==> src/rtl/llr_retry_seq_ctrl.sv <==
// Link-layer retry sequencer: NORMAL/LLRREQ/LOCAL_IDLE/PHY_REINIT/PHY_WAIT/ABORT with retry/reinit counters.
// One-cycle registered response; RETRY.Req held until i_req_sent, PHY reinit request held until PHY reports reinit.
module llr_retry_seq_ctrl #(
    parameter int RETRY_W = 5,
    parameter int TO_W    = 13
) (
    input  logic               i_clk,
    input  logic               i_rst,
    input  logic               i_pl_lnk_up,
    input  logic [3:0]         i_pl_state_sts,
    input  logic               i_rx_crc_err,
    input  logic               i_rx_retry_ack,
    input  logic               i_req_sent,
    input  logic               i_flit_tick,
    input  logic [RETRY_W-1:0] i_retry_threshold,
    input  logic [RETRY_W-1:0] i_reinit_threshold,
    input  logic [TO_W-1:0]    i_timeout_max,
    input  logic               i_sts_clr,
    output logic               o_send_req_seq,
    output logic               o_phy_reinit_req,
    output logic               o_discard_rx,
    output logic               o_link_failure,
    output logic               o_retry_threshold_hit,
    output logic               o_reinit_threshold_hit,
    output logic [RETRY_W-1:0] o_num_retry,
    output logic [RETRY_W-1:0] o_num_phy_reinit,
    output logic [2:0]         o_state
);

    localparam logic [2:0] ST_NORMAL     = 3'd0;
    localparam logic [2:0] ST_LLRREQ     = 3'd1;
    localparam logic [2:0] ST_LOCAL_IDLE = 3'd2;
    localparam logic [2:0] ST_PHY_REINIT = 3'd3;
    localparam logic [2:0] ST_PHY_WAIT   = 3'd4;
    localparam logic [2:0] ST_ABORT      = 3'd5;

    logic [2:0]         state_q, state_d;
    logic [RETRY_W-1:0] num_retry_q, num_retry_d;
    logic [RETRY_W-1:0] num_reinit_q, num_reinit_d;
    logic [TO_W-1:0]    to_cnt_q, to_cnt_d;
    logic               send_req_q, send_req_d;
    logic               reinit_req_q, reinit_req_d;
    logic               retry_hit_q, retry_hit_d;
    logic               reinit_hit_q, reinit_hit_d;
    logic               retry_hit_set, reinit_hit_set;
    logic               retry_sat, reinit_sat, to_sat, timeout_hit;

    assign retry_sat   = &num_retry_q;
    assign reinit_sat  = &num_reinit_q;
    assign to_sat      = &to_cnt_q;
    assign timeout_hit = (i_timeout_max != '0) && i_flit_tick &&
                         (to_cnt_q == i_timeout_max - TO_W'(1));

    always_comb begin
        state_d        = state_q;
        num_retry_d    = num_retry_q;
        num_reinit_d   = num_reinit_q;
        to_cnt_d       = to_cnt_q;
        retry_hit_set  = 1'b0;
        reinit_hit_set = 1'b0;

        if (state_q == ST_LOCAL_IDLE && i_flit_tick && !to_sat)
            to_cnt_d = to_cnt_q + TO_W'(1);

        case (state_q)
            ST_NORMAL: begin
                if (!i_pl_lnk_up)
                    state_d = ST_PHY_REINIT;
                else if (i_rx_crc_err)
                    state_d = ST_LLRREQ;
            end
            ST_LLRREQ: begin
                if (!i_pl_lnk_up) begin
                    state_d = ST_PHY_REINIT;
                end else if (num_retry_q >= i_retry_threshold) begin
                    state_d       = ST_PHY_REINIT;
                    retry_hit_set = 1'b1;
                end else if (send_req_q && i_req_sent) begin
                    num_retry_d = retry_sat ? num_retry_q : num_retry_q + RETRY_W'(1);
                    to_cnt_d    = '0;
                    state_d     = ST_LOCAL_IDLE;
                end
            end
            ST_LOCAL_IDLE: begin
                // Ack outranks a same-cycle timeout; link loss outranks both.
                if (!i_pl_lnk_up) begin
                    state_d = ST_PHY_REINIT;
                end else if (i_rx_retry_ack) begin
                    state_d      = ST_NORMAL;
                    num_retry_d  = '0;
                    num_reinit_d = '0;
                end else if (timeout_hit) begin
                    state_d = ST_LLRREQ;
                end
            end
            ST_PHY_REINIT: begin
                if (num_reinit_q >= i_reinit_threshold) begin
                    state_d        = ST_ABORT;
                    reinit_hit_set = 1'b1;
                end else if (i_pl_state_sts == 4'h0) begin
                    state_d      = ST_PHY_WAIT;
                    num_reinit_d = reinit_sat ? num_reinit_q : num_reinit_q + RETRY_W'(1);
                    num_retry_d  = '0;
                end
            end
            ST_PHY_WAIT: begin
                if (i_pl_lnk_up && i_pl_state_sts == 4'hF)
                    state_d = ST_LLRREQ;
            end
            ST_ABORT: state_d = ST_ABORT;
            default:  state_d = ST_NORMAL;
        endcase

        // Request strobes are precomputed from next state so outputs stay register-driven.
        send_req_d   = (state_d == ST_LLRREQ) && (num_retry_d < i_retry_threshold);
        reinit_req_d = (state_d == ST_PHY_REINIT) && (num_reinit_d < i_reinit_threshold);
        retry_hit_d  = retry_hit_set  | (retry_hit_q  & ~i_sts_clr);
        reinit_hit_d = reinit_hit_set | (reinit_hit_q & ~i_sts_clr);
    end

    always_ff @(posedge i_clk or posedge i_rst) begin
        if (i_rst) begin
            state_q      <= ST_NORMAL;
            num_retry_q  <= '0;
            num_reinit_q <= '0;
            to_cnt_q     <= '0;
            send_req_q   <= 1'b0;
            reinit_req_q <= 1'b0;
            retry_hit_q  <= 1'b0;
            reinit_hit_q <= 1'b0;
        end else begin
            state_q      <= state_d;
            num_retry_q  <= num_retry_d;
            num_reinit_q <= num_reinit_d;
            to_cnt_q     <= to_cnt_d;
            send_req_q   <= send_req_d;
            reinit_req_q <= reinit_req_d;
            retry_hit_q  <= retry_hit_d;
            reinit_hit_q <= reinit_hit_d;
        end
    end

    assign o_send_req_seq         = send_req_q;
    assign o_phy_reinit_req       = reinit_req_q;
    assign o_discard_rx           = (state_q != ST_NORMAL);
    assign o_link_failure         = (state_q == ST_ABORT);
    assign o_retry_threshold_hit  = retry_hit_q;
    assign o_reinit_threshold_hit = reinit_hit_q;
    assign o_num_retry            = num_retry_q;
    assign o_num_phy_reinit       = num_reinit_q;
    assign o_state                = state_q;

endmodule

==> config.mk <==
export PLATFORM = sky130hd
export DESIGN_NAME = llr_retry_seq_ctrl
export DESIGN_NICKNAME = d
export VERILOG_FILES = /design/src/rtl/llr_retry_seq_ctrl.sv
export SDC_FILE = /design/constraint.sdc
export NUM_CORES = 1
export LEC_CHECK = 0
export BUFFER_PORTS_ARGS = -buffer_cell sky130_fd_sc_hd__buf_2
export CAP_MARGIN = 10
export CORE_MARGIN = 5
export CORE_UTILIZATION = 50
export DETAILED_ROUTE_END_ITERATION = 10
export PLACE_DENSITY = 0.86
export SYNTH_ARGS = -nofsm -noshare
export SYNTH_HDL_FRONTEND = slang
export SYNTH_SLANG_ARGS = --single-unit
==> constraint.sdc <==
create_clock -name i_clk -period 4.45 [get_ports i_clk]
set_input_delay 0.6675 -clock i_clk [delete_from_list [all_inputs] [get_ports i_clk]]
set_output_delay 0.6675 -clock i_clk [all_outputs]
set_load 0.005 [all_outputs]
# Word-level counts from Yosys, hierarchy flattened
# Index checks and enable logic that the tools add are counted.
[op_classes]
n_addsub = 4
magnitude_cmp = 4
n_eq_ne = 9
muxes = 37
n_bitwise = 5
reduce_logical = 16
[op_table]
columns = ["cell", "count"]
rows = [
  ["two-way mux 13 bit", 5],
  ["two-way mux 5 bit", 13],
  ["two-way mux 3 bit", 11],
  ["one-hot mux 3 bit (6 select lines)", 1],
  ["one-hot mux 5 bit (3 select lines)", 1],
  ["adder 13 x 1 -> 13 bit, second input constant", 1],
  ["equality test 13 bit", 1],
  ["AND reduction 13 bit", 1],
  ["nonzero test 13 bit", 1],
  ["subtractor 13 x 1 -> 13 bit, second input constant", 1],
  ["adder 5 x 1 -> 5 bit, second input constant", 2],
  [">= comparator 5 bit", 2],
  ["< comparator 5 bit", 2],
  ["one-hot mux 5 bit (2 select lines)", 1],
  ["AND reduction 5 bit", 2],
  ["equality test 3 x 2 -> 1 bit, second input constant", 3],
  ["logical AND 1 bit", 8],
  ["equality test 3 x 1 -> 1 bit, second input constant", 2],
  ["equality test 3 bit, second input constant", 2],
  ["two-way mux 1 bit", 5],
  ["equality test 4 bit, second input constant", 1],
  ["logical NOT 4 bit", 1],
  ["logical NOT 3 bit", 1],
  ["nonzero test 3 bit", 1],
  ["other kinds (4)", 6],
]
[totals]
register_bits = 30
in_bits = 35
output_inout_bits = 19
elab_cells = 83

# Depth between registers and ports, before layout
[logic_depth]
depth_word = 9
ltp_mapped = 15
mapped_depth_nobuf = 15

# Worst setup path after synthesis
# OpenSTA, ideal clock, no wires.
[synth_path]
path_kind = "input to register"
startpoint = "input port i_retry_threshold[2]"
endpoint = "register send_req_q (netlist: o_send_req_seq)"
t_arrival_ps = 3057
setup_slack_ps = 1271
stages = 14
path_buffers = 0
cell_sequence = "inv_1 > ha_1 > a21o_1 > a31oi_1 > o2111ai_1 > a41oi_1 > a41oi_1 > o21ai_0 > nand2_1 > ha_1 > nand4_1 > nor3b_1 > a21oi_1 > and4bb_2"
[synth_via]
elab_chain_cells = 6
[synth_rtl]
columns = ["element", "line_no", "source"]
rows = [
  ["start: declaration", "15", "input logic [RETRY_W-1:0] i_retry_threshold,"],
  [">= comparator 5 bit", "75", "end else if (num_retry_q >= i_retry_threshold) begin"],
  ["two-way mux 5 bit", "75", ""],
  ["two-way mux 5 bit", "73", "if (!i_pl_lnk_up) begin"],
  ["one-hot mux 5 bit (3 select lines)", "65", "case (state_q)"],
  ["net num_retry_d[3]", "38", "logic [RETRY_W-1:0] num_retry_q, num_retry_d;"],
  ["< comparator 5 bit", "115", "send_req_d = (state_d == ST_LLRREQ) && (num_retry_d < i_retry_threshold);"],
  ["logical AND 1 bit", "115", ""],
  ["net send_req_d", "41", "logic send_req_q, send_req_d;"],
  ["end signal: assignment", "136", "send_req_q <= send_req_d;"],
  ["end: declaration", "41", ""],
]
# The timed path passes the listed nets, and every way through them passes these cells.

# Worst setup path after layout
[layout_path]
startpoint = "register num_retry_q[0] (netlist: o_num_retry[0])"
endpoint = "register send_req_q (netlist: o_send_req_seq)"
[layout_via]
elab_chain_cells = 8
[layout_rtl]
columns = ["element", "line_no", "source"]
rows = [
  ["start: declaration", "38", ""],
  ["start signal: assignment", "133", "num_retry_q <= num_retry_d;"],
  ["adder 5 x 1 -> 5 bit / AND reduction 5 bit (equally long branches)", "79, 48", ""],
  ["two-way mux 5 bit", "79", "num_retry_d = retry_sat ? num_retry_q : num_retry_q + RETRY_W'(1);"],
  ["two-way mux 5 bit", "78", "end else if (send_req_q && i_req_sent) begin"],
  ["two-way mux 5 bit (*)", "75", ""],
  ["two-way mux 5 bit (*)", "73", ""],
  ["one-hot mux 5 bit (3 select lines) (*)", "65", ""],
  ["net num_retry_d[3]", "38", ""],
  ["< comparator 5 bit (*)", "115", ""],
  ["logical AND 1 bit (*)", "115", ""],
  ["net send_req_d", "41", ""],
]
# The timed path passes the listed nets; every way through them passes the cells marked *.

==> flow_metrics.tcl <==
set metrics [dict create \
    rsz0062_at_grt "no" \
    avgRoutedWirePerCell_um 15.0 \
    skew_ns 0.00877 \
    ant_nets 0 \
    register_area_um2 751 \
    required_ns 4.63 \
    tns_ns 0 \
    synth_cells 295 \
    drc 0 \
    clock_sinks 30 \
    drt-initial-drc-count 175 \
    io_pins 54 \
    layout.nets 408 \
    async_flop_share_pct 100 \
    cp-start-kind "register" \
    grt_pass1_wl_um 10300 \
    period_needed_ns 3.35 \
    start_util_pct 52.3 \
    grt-busiest-layer "met2" \
    layout-drive-gt1-share_pct 21.1 \
    use_met1_pct 26.0 \
    dp_cells 410 \
    end_kind "register" \
    yosysSeqAreaShare_pct 30.0 \
    leakage_nw 1.48 \
    ctsResizeCount 0 \
    grt_max_degree 31 \
    cap_violations 0 \
    cts_max_path_buffers 2 \
    hold_violations 0 \
    grt_pass1_vias 2295 \
    ys_warn_count 0 \
    dieArea_um2 6520 \
    antenna_found_initial 0 \
    ys_seq_elements 30 \
    tritoncts "built" \
    final.period_utilization_pct 75.2 \
    grtUsageMet2_pct 33.4 \
    status "completed" \
    powerDensity_nw_per_um2 405 \
    syn-cell-area_um2 2500 \
    worstSetupPathType "reg2reg" \
    viasPerCell 5.83 \
    num_vias 2439 \
    slew_headroom_pct 59.1 \
    timing.hold.ws_ns 0.438 \
    synth-edff-count 0 \
    synth_top_cell_by_area "dfrtp_1" \
    multiInputGateArea_um2 1650 \
    fp.dieW_um 80.7 \
    fin_cells 418 \
    cp_max_fo 8 \
    root_buffer "clkbuf_8" \
    wirelength_um 6250 \
    synth.net_count 353 \
    drv_slew 0 \
    cts_buffers 5 \
    overflow 0 \
    clock_latency_ns 0.29 \
    arrival_ns 3.53 \
    dieHeight_um 80.7 \
    setup_viol 0 \
    port_buffers 53 \
    hp-class "in2async" \
    ir_worst_vdd_uv 249 \
    cts_hold_buf 0 \
    h-tree-depth 2 \
    firstDrtPassIters 4 \
    synth.distinct_cells 53 \
    synthToLayoutAreaGrowth_pct 17.9 \
    synth_top_area_share_pct 30.0 \
    synth.area.top_cells "dfrtp_1 30%, ha_1 12%, xnor2_1 4.9%, nor2_1 4.8%, xor2_1 4.2%" \
    place.gp.congestion 0.962 \
    nFillCells 423 \
    total_power_mw 1.19 \
    worst_pin_slew_ns 0.599 \
    placementRows 25 \
    syn_avg_cell_area_um2 8.48 \
    synth_top_flop_cell "dfrtp_1" \
    path_clk_slew_ns 0.07 \
    postLayoutCoreUtil_pct 61.6 \
    max_freq_mhz 299 \
    use_met3_pct 3.59 \
    diodes 0 \
    grt_use_total_pct 20.1 \
    core_um2 4790 \
    dp_hpwl_um 4940 \
    post_cts_buffers 0 \
]
placed cells by master, fill, tap and decap left out, drive strengths merged, types with 12 or more instances in the layout:
cell type  instances
dfrtp             30
inv               20
a21oi             12
xnor2             14
o21ai             15
ha                23
nand2             24
nand3             13
xor2              12
buf               55
nor2              32
path summary, 6_finish.rpt:
check / startpoint / to / slack (ns) / cells after the start
worst min-delay path: i_rst / to_cnt_q[0] / 0.44 / 3
min in group i_clk: o_retry_threshold_hit / o_retry_threshold_hit / 0.51 / 1
worst max-delay path: o_num_retry[0] / o_send_req_seq / 1.10 / 15
worst max register to register: o_num_retry[0] / o_send_req_seq / 1.10 / 15
max in group asynchronous: i_rst / o_reinit_threshold_hit / 3.73 / 3
worst min register to register: o_retry_threshold_hit / o_retry_threshold_hit / 0.51 / 1
registers in the layout, indices dropped and copies added, names as in the netlist:
signal / flops
o_retry_threshold_hit: 1
o_send_req_seq: 1
o_num_phy_reinit: 5
o_phy_reinit_req: 1
o_state: 3
to_cnt_q: 13
o_num_retry: 5
o_reinit_threshold_hit: 1
worst max-delay path: stages, from the launching register on:
cell       delay (ns)
dfrtp_1          0.48
inv_1            0.10
ha_1             0.27
nand2b_1         0.13
a31oi_1          0.23
o2111ai_1        0.22
a41oi_1          0.42
a41oi_1          0.16
o21ai_0          0.16
nand2_1          0.10
ha_1             0.31
nand4_1          0.14
nor2_1           0.12
o2bb2ai_1        0.12
a21oi_1          0.06
and4bb_2         0.23
metrics by stage:
step           setup slack, ns  cell area, µm²
2_1_floorplan             1.27            2500
3_3_place_gp             0.882            2840
3_5_place_dp             0.861            2840
4_1_cts                   1.10            2950
5_1_grt                  0.699            2950
6_report                  1.10            2950
report_power, final:
part	internal (mW)	leakage [nW]	switching [mW]
logic	0.224	1.02	0.255
registers	0.334	0.402	0.108
clock network	0.165	0.0579	0.109
total	0.722	1.48	0.471
area by class of cell:
type	count	share of cell area [%]
clock buffer	5	2.33
sequential	30	25.5
multi-input combinational	238	55.9
tap	67	2.84
timing repair buffer	55	9.51
inverter	20	2.55
clock inverter	3	1.36
cells by family (layout without fill, tap and decap cells):
kind of cell               Yosys count  count (layout)  share of synthesized area (%)
buffers and inverters               27              83                           4.05
adders and majority gates           23              23                           11.5
xor gates and xnor gates            26              26                           9.10
AOI/OAI and AO/OA                   60              60                           16.4
muxes                                5               5                           2.30
DFF                                 30              30                           30.0
and+or+nand+nor                    124             124                           26.6
cell usage after synthesis, drive strengths merged (2+ instances only):
cell     number
a21o          7
a21oi        12
a31oi         4
a32o          3
a41oi         2
and2          3
and3          5
and4          3
and4bb        2
clkbuf        7
dfrtp        30
ha           23
inv          20
mux2          3
mux2i         2
nand2        24
nand2b        6
nand3        13
nand4        11
nor2         32
nor3          3
nor3b         3
nor4          7
o2111ai       2
o211ai        2
o21ai        15
or3           3
or4           3
xnor2        14
xor2         12
metal layers:
layer  vias to the layer above  wire length, µm
met1                      1167             2760
met5                         -                0
met4                         0              117
li1                       1189                -
met3                        13              360
met2                        70             3020
No activity file was read; power rests on OpenSTA's default activity.
